**config.mk**
```make
export PLATFORM = sky130hd
export DESIGN_NAME = hex_msg_scroller
export DESIGN_NICKNAME = d
export VERILOG_FILES = /design/src/rtl/hex_msg_scroller.sv
export SDC_FILE = /design/constraint.sdc
export NUM_CORES = 1
export LEC_CHECK = 0
export ABC_AREA = 1
export CORE_MARGIN = 1.5
export CORE_UTILIZATION = 65
export DETAILED_ROUTE_END_ITERATION = 12
export PLACE_DENSITY = 0.92
export SETUP_SLACK_MARGIN = 0.2
export SYNTH_ARGS = -nofsm -noshare
export SYNTH_HDL_FRONTEND = slang
export SYNTH_SLANG_ARGS = --single-unit
```
**constraint.sdc**
```tcl
create_clock -name CLOCK_50 -period 8.3 [get_ports CLOCK_50]
set_input_delay 2.075 -clock CLOCK_50 [delete_from_list [all_inputs] [get_ports CLOCK_50]]
set_output_delay 2.075 -clock CLOCK_50 [all_outputs]
set_load 0.02 [all_outputs]
```
**src/rtl/hex_msg_scroller.sv**
```systemverilog
// Scrolling message driver for a row of 7-segment digits: a writable character buffer
// rotates across the display one position per prescaled tick, or per step while held.
module hex_msg_scroller #(
    parameter int NUM_DIGITS     = 4,
    parameter int MSG_LEN        = 8,
    parameter int TICK_DIV       = 50_000_000,
    parameter bit SEG_ACTIVE_LOW = 1'b1,
    localparam int AW            = $clog2(MSG_LEN)
) (
    input  logic                    CLOCK_50,
    input  logic                    RESET,
    input  logic                    run,
    input  logic                    dir,
    input  logic                    step,
    input  logic                    wr_en,
    input  logic [AW-1:0]           wr_addr,
    input  logic [4:0]              wr_data,
    output logic [AW-1:0]           pos,
    output logic                    tick_o,
    output logic [7*NUM_DIGITS-1:0] HEX
);
    localparam int              PW         = $clog2(TICK_DIV);
    localparam logic [PW-1:0]   PRESC_LAST = PW'(TICK_DIV - 1);
    localparam logic [AW-1:0]   POS_LAST   = AW'(MSG_LEN - 1);
    localparam logic [6:0]      SEG_OFF    = SEG_ACTIVE_LOW ? 7'h7F : 7'h00;
    localparam logic [4:0]      CHAR_BLANK = 5'h10;

    typedef enum logic {ST_HOLD = 1'b0, ST_RUN = 1'b1} state_t;

    state_t                  state_r, state_nxt_s;
    logic [PW-1:0]           presc_r, presc_nxt_s;
    logic [AW-1:0]           pos_r, pos_nxt_s;
    logic                    advance_s;
    logic                    tick_r;
    logic                    wr_hit_s;
    logic [4:0]              msg_r [MSG_LEN];
    logic [AW-1:0]           idx_s [NUM_DIGITS];
    logic [7*NUM_DIGITS-1:0] hex_r, hex_nxt_s;

    // Character code to segment pattern (a..g in bits 6..0), built active-low then polarised.
    function automatic logic [6:0] seg_decode(input logic [4:0] code);
        logic [6:0] low;
        case (code)
            5'h00:   low = 7'b0000001;
            5'h01:   low = 7'b1001111;
            5'h02:   low = 7'b0010010;
            5'h03:   low = 7'b0000110;
            5'h04:   low = 7'b1001100;
            5'h05:   low = 7'b0100100;
            5'h06:   low = 7'b0100000;
            5'h07:   low = 7'b0001111;
            5'h08:   low = 7'b0000000;
            5'h09:   low = 7'b0000100;
            5'h0A:   low = 7'b0001000;
            5'h0B:   low = 7'b1100000;
            5'h0C:   low = 7'b0110001;
            5'h0D:   low = 7'b1000010;
            5'h0E:   low = 7'b0110000;
            5'h0F:   low = 7'b0111000;
            5'h11:   low = 7'b1111110;
            5'h12:   low = 7'b1001000;
            5'h13:   low = 7'b1110001;
            5'h14:   low = 7'b0011000;
            5'h15:   low = 7'b1000001;
            default: low = 7'b1111111;
        endcase
        return SEG_ACTIVE_LOW ? low : ~low;
    endfunction

    assign wr_hit_s = wr_en & (int'(wr_addr) < MSG_LEN);

    // Run/hold sequencing; leaving RUN discards any partial prescaler count.
    always_comb begin
        state_nxt_s = state_r;
        presc_nxt_s = {PW{1'b0}};
        advance_s   = 1'b0;
        case (state_r)
            ST_HOLD: begin
                advance_s = step;
                if (run) state_nxt_s = ST_RUN;
                else     state_nxt_s = ST_HOLD;
            end
            ST_RUN: begin
                if (!run)                      state_nxt_s = ST_HOLD;
                else if (presc_r == PRESC_LAST) advance_s = 1'b1;
                else                            presc_nxt_s = presc_r + PW'(1);
            end
            default: state_nxt_s = ST_HOLD;
        endcase
    end

    // Wrapping scroll offset, direction sampled at the advancing edge.
    always_comb begin
        pos_nxt_s = pos_r;
        if (advance_s) begin
            if (dir) pos_nxt_s = (pos_r == {AW{1'b0}}) ? POS_LAST : pos_r - AW'(1);
            else     pos_nxt_s = (pos_r == POS_LAST) ? {AW{1'b0}} : pos_r + AW'(1);
        end else begin
            pos_nxt_s = pos_r;
        end
    end

    // Digit i (0 = rightmost) shows the character NUM_DIGITS-1-i places after pos.
    always_comb begin
        hex_nxt_s = {NUM_DIGITS{SEG_OFF}};
        for (int i = 0; i < NUM_DIGITS; i++) begin
            idx_s[i] = AW'((int'(pos_r) + NUM_DIGITS - 1 - i) % MSG_LEN);
            hex_nxt_s[7*i +: 7] = seg_decode(msg_r[idx_s[i]]);
        end
    end

    // Control and output registers.
    always_ff @(posedge CLOCK_50 or posedge RESET) begin
        if (RESET) begin
            state_r <= ST_HOLD;
            presc_r <= {PW{1'b0}};
            pos_r   <= {AW{1'b0}};
            tick_r  <= 1'b0;
            hex_r   <= {NUM_DIGITS{SEG_OFF}};
        end else begin
            state_r <= state_nxt_s;
            presc_r <= presc_nxt_s;
            pos_r   <= pos_nxt_s;
            tick_r  <= advance_s;
            hex_r   <= hex_nxt_s;
        end
    end

    // Message buffer; out-of-range addresses are dropped.
    always_ff @(posedge CLOCK_50 or posedge RESET) begin
        if (RESET) begin
            for (int k = 0; k < MSG_LEN; k++) msg_r[k] <= CHAR_BLANK;
        end else if (wr_hit_s) begin
            msg_r[wr_addr] <= wr_data;
        end
    end

    assign pos    = pos_r;
    assign tick_o = tick_r;
    assign HEX    = hex_r;
endmodule

```
==> summary.md, run 1 <==
| Metric | Value |
|---|---|
| Kind of start point of the critical path | flop |
| CP cell instances | buf_4, clkdlybuf4s50_1 |
| Hold wc startpoint | presc_r[0]$_DFF_PP0_ |
| Final slew viol count | 0 |
| TritonCTS clock tree | done |
| # placed instances | 1,256 |
| WS Path Type | reg -> out |
| Drt wl/cell | 13.5 um |
| Post-detailed-route count of antenna-violating nets | 0 |
| Drt pass-1 iters | 6 |
| Ys async rst share | 1.00 |
| Internal power | 1.42 mW |
| Worst reg-to-reg setup slack | 4.62 ns |
| Mux cell area share after synthesis | 0 |
| Complex-gate fraction of the synthesized area | 0.110 |
| Crit path DAT | 2.06 ns |
| Synth Warn # | 0 |
| Hold Path End | presc_r[0]$_DFF_PP0_ |
| RSZ-0062 raised after global routing | false |
| Initial Util | 0.666 |
| Fin util | 0.726 |
| Post-cts sizing count | 0 |
| P_sw | 1.54 mW |
| Clock Tree Root | clkbuf_8 |
| Final Hold Viols | 0 |
| CP endpoint kind | primary output |
| Sequential power share | 0.245 |
| Mean Syn Cell Area | 6.55 sq um |
| Crit path max-delay family | buffers and inverters |
| # IOs | 46 |
| Non-filler instance count after layout | 1,272 |
| Diodes inserted | 0 |
| Final setup fails | 0 |
| Die Y | 108 um |
| Multi-input logic area | 4090 sq um |
| Critical Path Stages | 2 |
| Clock Sinks | 99 |
| Clock skew | 0.00927 ns |
| Setup TNS | 0 ns |
| Logic gate share of total power | 0.648 |
| Post-CTS Setup Bufs | 0 |
| Cell variety after synth | 36 |
| Largest family of logic cells by synthesized area | simple AND/OR/NAND/NOR gates |
| Clk pwr share | 0.106 |
| Full die area | 11,700 sq um |
| Drt total wl | 17.1 mm |
| Least-Margin Pin Slew | 0.954 ns |
| Seq/Total Area, Yosys | 0.351 |
| CP Buf/Inv Count | 2 |
| Power, Total | 2.96 mW |
| Aggregate global routing overflow | 0 |
| Final min period | 4.14 ns |
| Clk pin slew, worst setup/hold paths | 0.10 ns |
| Die Wd | 108 um |
| CP max-delay cell | clkdlybuf4s50_1 |
| Core area | 10,800 sq um |
| Fin nets | 1,173 |
| Crit-path max cell delay | 0.74 ns |
| Reg2reg start | pos[0]$_DFFE_PP0P_ |
| H-Tree Level Count | 3 |
| Layout cells sized above 1 | 0.0866 |
| Vias | 6,954 |
| Max frequency | 0.242 GHz |
| Mapped Cells | 1,097 |
| Normalized max-slew margin | 0.364 |
| Via density | 5.47 |
| Cell depth of the worst flop-to-flop path | 14 |
| Pwr Density | 378 nW/um^2 |
| Worst R2R End | HEX[13]$_DFF_PP1_ |
| Largest net degree at the start of global routing | 83 |
| Clk_lat worst skew | 0.40 ns |
| Final period util | 0.499 |
| Leakage power | 3.89 nW |
| EDFF count, synth | 0 |
| Worst hold stages | 1 |
| Most used flip-flop cell after synthesis | dfrtp_1 |
| Fill count | 891 |
| Largest vdd supply drop | 0.231 mV |
| Register area | 2520 sq um |
| Net Sw Frac | 0.521 |
| CTS Hold Bufs | 0 |
| Hold Path Class | reg -> reg |
| Cts bufs inserted | 9 |
| Rows | 38 |
| Number of max-cap violations | 0 |
| Initial antenna violation count | 0 |
| Post-synthesis xor/xnor area fraction | 0.0211 |
| Wire length of the first global-routing pass | 28.3 mm |
| Vias in the first global route | 6,022 |
| Area growth, synth to finish | 9.07% |
| Drc violations | 0 |
| Yosys reg bits | 99 |
| Critical Path RT | 6.23 ns |
| Crit-path max FO | 82 |
| Net Count, Synth | 1,143 |
| Post-synthesis simple-gate area fraction | 0.382 |
| Synth Area in Adders | 0.0557 |
| DP HPWL | 12.8 mm |
| GRT Total Usage | 0.309 |
| Post-Syn Area | 7190 sq um |
| GPL Wtd Cong | 0.937 |
| Maximum clock path buffer count | 2 |
| Outcome | completed |
| DRT iter0 DRCs | 655 |
| Port Buffers | 45 |
## placed cells by master, fill, tap and decap left out, types with 2 or more instances in the layout
master | synthesis | routed
inv_4 | 1 | 2
buf_4 | 4 | 2
inv_8 | 0 | 2
nor2_2 | 2 | 2
a31oi_1 | 2 | 2
dfrtp_1 | 63 | 62
ha_1 | 32 | 32
o21ai_0 | 98 | 98
xor2_1 | 9 | 9
xnor2_1 | 2 | 2
nand2_1 | 480 | 480
inv_2 | 7 | 7
nand2_4 | 3 | 3
dfstp_2 | 36 | 36
o21ai_1 | 16 | 16
xor2_4 | 2 | 2
clkinvlp_4 | 0 | 2
nand4_1 | 4 | 4
a211oi_1 | 2 | 2
clkbuf_8 | 0 | 10
o21ai_2 | 4 | 4
nor3_1 | 11 | 11
nand3_1 | 78 | 78
nand2_2 | 21 | 21
a21oi_1 | 21 | 21
nor2_1 | 67 | 67
clkdlybuf4s50_1 | 0 | 45
nand3b_1 | 2 | 2
inv_1 | 96 | 95
o211ai_1 | 3 | 3
## worst max-delay path by stage
| stage | start | endpoint | slack (ns) |
|---|---|---|---|
| 6_report | pos[0]$_DFFE_PP0P_ | pos[0] | 4.16 |
| 5_1_grt | pos[0]$_DFFE_PP0P_ | pos[0] | 4.06 |
| 4_1_cts | pos[0]$_DFFE_PP0P_ | pos[0] | 4.14 |
| 3_5_place_dp | wr_addr[1] | msg_r[1]$_DFFE_PP0P_ | 4.52 |
| 3_3_place_gp | RESET | pos[0]$_DFFE_PP0P_ | 4.59 |
| 2_1_floorplan | RESET | msg_r[0]$_DFFE_PP0P_ | 3.69 |
## power groups by stage
| stage | sequential [mW] | combinational (mW) | clock (mW) |
|---|---|---|---|
| finish | 0.727 | 1.92 | 0.315 |
| global route | 0.742 | 2.17 | 0.334 |
| CTS | 0.727 | 1.90 | 0.319 |
| floorplan | 0.824 | 1.36 | 0 |
| detailed placement | 0.736 | 1.89 | 0 |
| global placement | 0.731 | 1.86 | 0 |
## cells in the mapped netlist (2+ instances only)
master / n / area [sq um]
a211oi_1: 2 / 15.0
buf_6: 6 / 67.6
xnor2_1: 2 / 17.5
clkbuf_1: 2 / 7.51
o211ai_1: 3 / 22.5
o21ai_2: 4 / 35.0
a31oi_1: 2 / 12.5
nor2_1: 67 / 251
nand2_2: 21 / 131
nand2_1: 480 / 1800
nor3_1: 11 / 55.1
a21oi_1: 21 / 105
dfrtp_1: 63 / 1580
nand3_1: 78 / 390
buf_2: 16 / 80.1
inv_1: 96 / 360
buf_4: 4 / 30.0
xor2_1: 9 / 78.8
inv_2: 7 / 26.3
nand3b_1: 2 / 15.0
nand4_1: 4 / 25.0
dfstp_2: 36 / 946
nor2_2: 2 / 12.5
xor2_4: 2 / 55.1
o21ai_0: 98 / 490
ha_1: 32 / 400
nand2_4: 3 / 33.8
o21ai_1: 16 / 80.1
## metal layers
layer,global-route usage,up-vias,part of all wire
li1,-,3523,-
met3,0.0470,30,0.072
met1,0.434,3111,0.45
met5,0,-,0
met4,0.133,0,0.025
met2,0.476,290,0.45
## logic make-up after synthesis
| kind of cell | after synthesis |
|---|---|
| XOR/XNOR | 13 |
| AO/OA/AOI/OAI | 150 |
| flip-flops | 99 |
| AND/OR/NAND/NOR | 671 |
| buffers and inverters | 132 |
| adder cells (fa/ha/maj) | 32 |
## stage by stage
| step | hold slack [ns] | setup slack [ns] | area [sq um] |
|---|---|---|---|
| floorplan | 0.433 | 3.69 | 7190 |
| global placement | 0.448 | 4.59 | 7650 |
| detailed placement | 0.463 | 4.52 | 7650 |
| CTS | 0.482 | 4.14 | 7840 |
| global route | 0.494 | 4.06 | 7840 |
| finish | 0.483 | 4.16 | 7840 |
## worst reg2reg max path, cell delays in order, from the launching register on
cell	delay, ns
dfrtp_2	0.43
inv_4	0.30
ha_1	0.66
inv_2	0.35
nand2_1	0.17
nand2_2	0.32
o21ai_0	0.33
nand2_1	0.08
nand2_1	0.24
inv_1	0.16
ha_1	0.27
nand2_1	0.10
nand3_1	0.07
nand3_1	0.10
nand2_1	0.06
## layout make-up
type                       count  area share
multi-input combinational    866       0.521
sequential                    99       0.322
timing repair buffer          47      0.0594
inverter                     104      0.0504
tap                          140      0.0223
clock buffer                  10      0.0176
clock inverter                 6     0.00702
## flip-flops by register name, summed over array words and instances (netlist names)
signal	flops
HEX	28
tick_o	1
pos	3
msg_r	40
presc_r	26
state_r	1
Note: power is estimated with default switching activity, not from simulation.
==> inputs of run 2 (changes only) <==
- CORE_UTILIZATION: 65 -> 55
- PLACE_DENSITY: 0.92 -> 0.84
- clock period: 8.3 -> 3.4 ns (I/O delays scaled with it)
==> run 2 against run 1 <==
First-iteration DRC count is 11% lower. Core utilization down 9.0 points. Critical path depth unchanged. Clock power increased to 3.3 times the previous value. Sequential power increased by 140%. Setup slack lost 3.7 ns. Total power rose to 2.5 times the previous value. Critical path type unchanged. Global-route usage is 6.4 points lower.
==> summary.md, run 2 (synthesis gave the netlist of run 1 again) <==
| Metric | Value |
|---|---|
| Outcome | completed |
| DP HPWL | 12.1 mm (-5.1%) |
| Reg with most FFs | msg_r |
| Kind of start point of the critical path | flop |
| Vias | 6,840 (-1.6%) |
| CP endpoint kind | primary output |
| H-Tree Level Count | 3 (unchanged) |
| Clock skew | 0.0149 ns (+0.00562 ns) |
| TritonCTS clock tree | done |
| Post-detailed-route count of antenna-violating nets | 0 (unchanged) |
| Post-CTS Setup Bufs | 0 (unchanged) |
| RSZ-0062 raised after global routing | false |
| Vias in the first global route | 6,062 (+0.66%) |
| Largest vdd supply drop | 0.335 mV (+45%) |
| Clk_lat worst skew | 0.36 ns (-0.04 ns) |
| Final min period | 2.90 ns |
| Crit-path max FO | 82 (unchanged) |
| Worst reg-to-reg setup slack | 0.55 ns (-4.07 ns) |
| Hold Path Class | reg -> reg |
| Initial Util | 0.567 (-0.0987) |
| Drt total wl | 16.3 mm (-4.9%) |
| Post-cts sizing count | 0 (unchanged) |
| CTS Hold Bufs | 0 (unchanged) |
| Setup TNS | 0 ns (unchanged) |
| Clk pin slew, worst setup/hold paths | 0.08 ns (-0.02 ns) |
| Cts bufs inserted | 9 (unchanged) |
| Pwr Density | 926 nW/um^2 (+150%) |
| Commonest non-fill, non-tap cell in the layout | nand2_1 |
| Clock Sinks | 99 (unchanged) |
| Drc violations | 0 (unchanged) |
| Die Y | 117 um (+8.5%) |
| Max reg flops | 40 (unchanged) |
| Drt wl/cell | 12.4 um (-7.7%) |
| # placed instances | 1,295 (+3.1%) |
| Max frequency | 0.345 GHz |
| Fin nets | 1,180 (+0.60%) |
| Port Buffers | 45 (unchanged) |
| Critical Path RT | 2.55 ns (-3.68 ns) |
| Largest net degree at the start of global routing | 83 (unchanged) |
| Multi-input logic area | 4090 sq um (unchanged) |
| Final Hold Viols | 0 (unchanged) |
| Rows | 41 (+7.9%) |
| Crit path DAT | 2.05 ns (about the same) |
| Leakage power | 3.98 nW (+2.3%) |
| Die Wd | 117 um (+8.5%) |
| # IOs | 46 (unchanged) |
| Number of max-cap violations | 0 (unchanged) |
| Wire length of the first global-routing pass | 28.0 mm (-1.1%) |
| Drt pass-1 iters | 5 (-1) |
| Final slew viol count | 0 (unchanged) |
| Diodes inserted | 0 (unchanged) |
| Most frequent cells in the layout | nand2_1, o21ai_0, inv_1, nand3_1, nor2_1 |
| Layout cells sized above 1 | 0.0922 (+0.00561) |
| Via density | 5.22 (-4.6%) |
| Fin util | 0.636 (-0.0902) |
| WS Path Type | reg -> out |
| Fill count | 1,126 (+26%) |
| Register area | 2520 sq um (unchanged) |
| Maximum clock path buffer count | 2 (unchanged) |
| Clock Tree Root | clkbuf_16 |
| Cell depth of the worst flop-to-flop path | 11 (-3) |
| Non-filler instance count after layout | 1,311 (+3.1%) |
| Final setup fails | 0 (unchanged) |
| GRT Total Usage | 0.245 (-0.0636) |
| GPL Wtd Cong | 0.937 (unchanged) |
| Worst hold stages | 1 (unchanged) |
| Reg2reg start | pos[0]$_DFFE_PP0P_ |
| Area growth, synth to finish | 12.1% |
| Aggregate global routing overflow | 0 (unchanged) |
| Normalized max-slew margin | 0.565 (+0.201) |
| Setup crit end | pos[0] |
| Full die area | 13,800 sq um (+18%) |
| DRT iter0 DRCs | 580 (-11%) |
| Core area | 12,700 sq um (+17%) |
| Least-Margin Pin Slew | 0.653 ns (-0.302 ns) |
| Worst R2R End | HEX[10]$_DFF_PP1_ |
| Hold slack final | 0.465 ns (-0.0178 ns) |
| Final period util | 0.853 |
| Initial antenna violation count | 0 (unchanged) |
| Crit path from | pos[0]$_DFFE_PP0P_ |
==> run 2: per-stage QoR <==
stage          instance area, sq um  setup slack, ns  power (mW)
2_1_floorplan                  7190            0.597        5.33
4_1_cts                        8060            0.496        7.45
3_3_place_gp                   7750            0.674        6.31
3_5_place_dp                   7750            0.572        6.38
5_1_grt                        8060            0.254        8.16
6_report                       8060            0.500        7.47
==> run 2: per-layer routing <==
layer | vias up | global-route usage | wire (um)
met5 | - | 0 | 0
met4 | 0 | 0.104 | 438
met3 | 32 | 0.0345 | 820
met2 | 195 | 0.391 | 7470
met1 | 3073 | 0.336 | 7580
li1 | 3540 | - | -
==> run 2: where the power goes <==
group | switching, mW | leakage, nW | internal, mW | total [mW]
clock network | 0.503 | 0.147 | 0.538 | 1.04
registers | 0.139 | 1.20 | 1.63 | 1.76
logic | 3.10 | 2.63 | 1.56 | 4.66
==> run 2: how the worst min path moves through the flow <==
stage	slack, ns	from	end
after floorplan	0.43	presc_r[0]$_DFF_PP0_	presc_r[0]$_DFF_PP0_
after global placement	0.45	presc_r[0]$_DFF_PP0_	presc_r[0]$_DFF_PP0_
after detailed placement	0.46	presc_r[0]$_DFF_PP0_	presc_r[0]$_DFF_PP0_
after CTS	0.47	presc_r[0]$_DFF_PP0_	presc_r[0]$_DFF_PP0_
after global routing	0.49	presc_r[0]$_DFF_PP0_	presc_r[0]$_DFF_PP0_
final	0.46	presc_r[0]$_DFF_PP0_	presc_r[0]$_DFF_PP0_
==> run 2: final cells by class <==
type | count | area share
well taps | 172 | 0.0267
inverters | 104 | 0.0492
repair buffers | 54 | 0.0658
flip-flops and latches | 99 | 0.313
multi-input cells | 866 | 0.507
clock buffers | 10 | 0.0296
clock inverters | 6 | 0.00854
==> run 2: worst max-delay path: stages (launching register included) <==
cell	delay, ns
dfrtp_2	0.39
buf_4	0.55
clkdlybuf4s50_1	0.74
==> inputs of run 3 (changes only) <==
- CTS_CLUSTER_SIZE: default -> 12
==> results of run 3 <==
Final layout, timing and power as in run 2 (identical DEF).
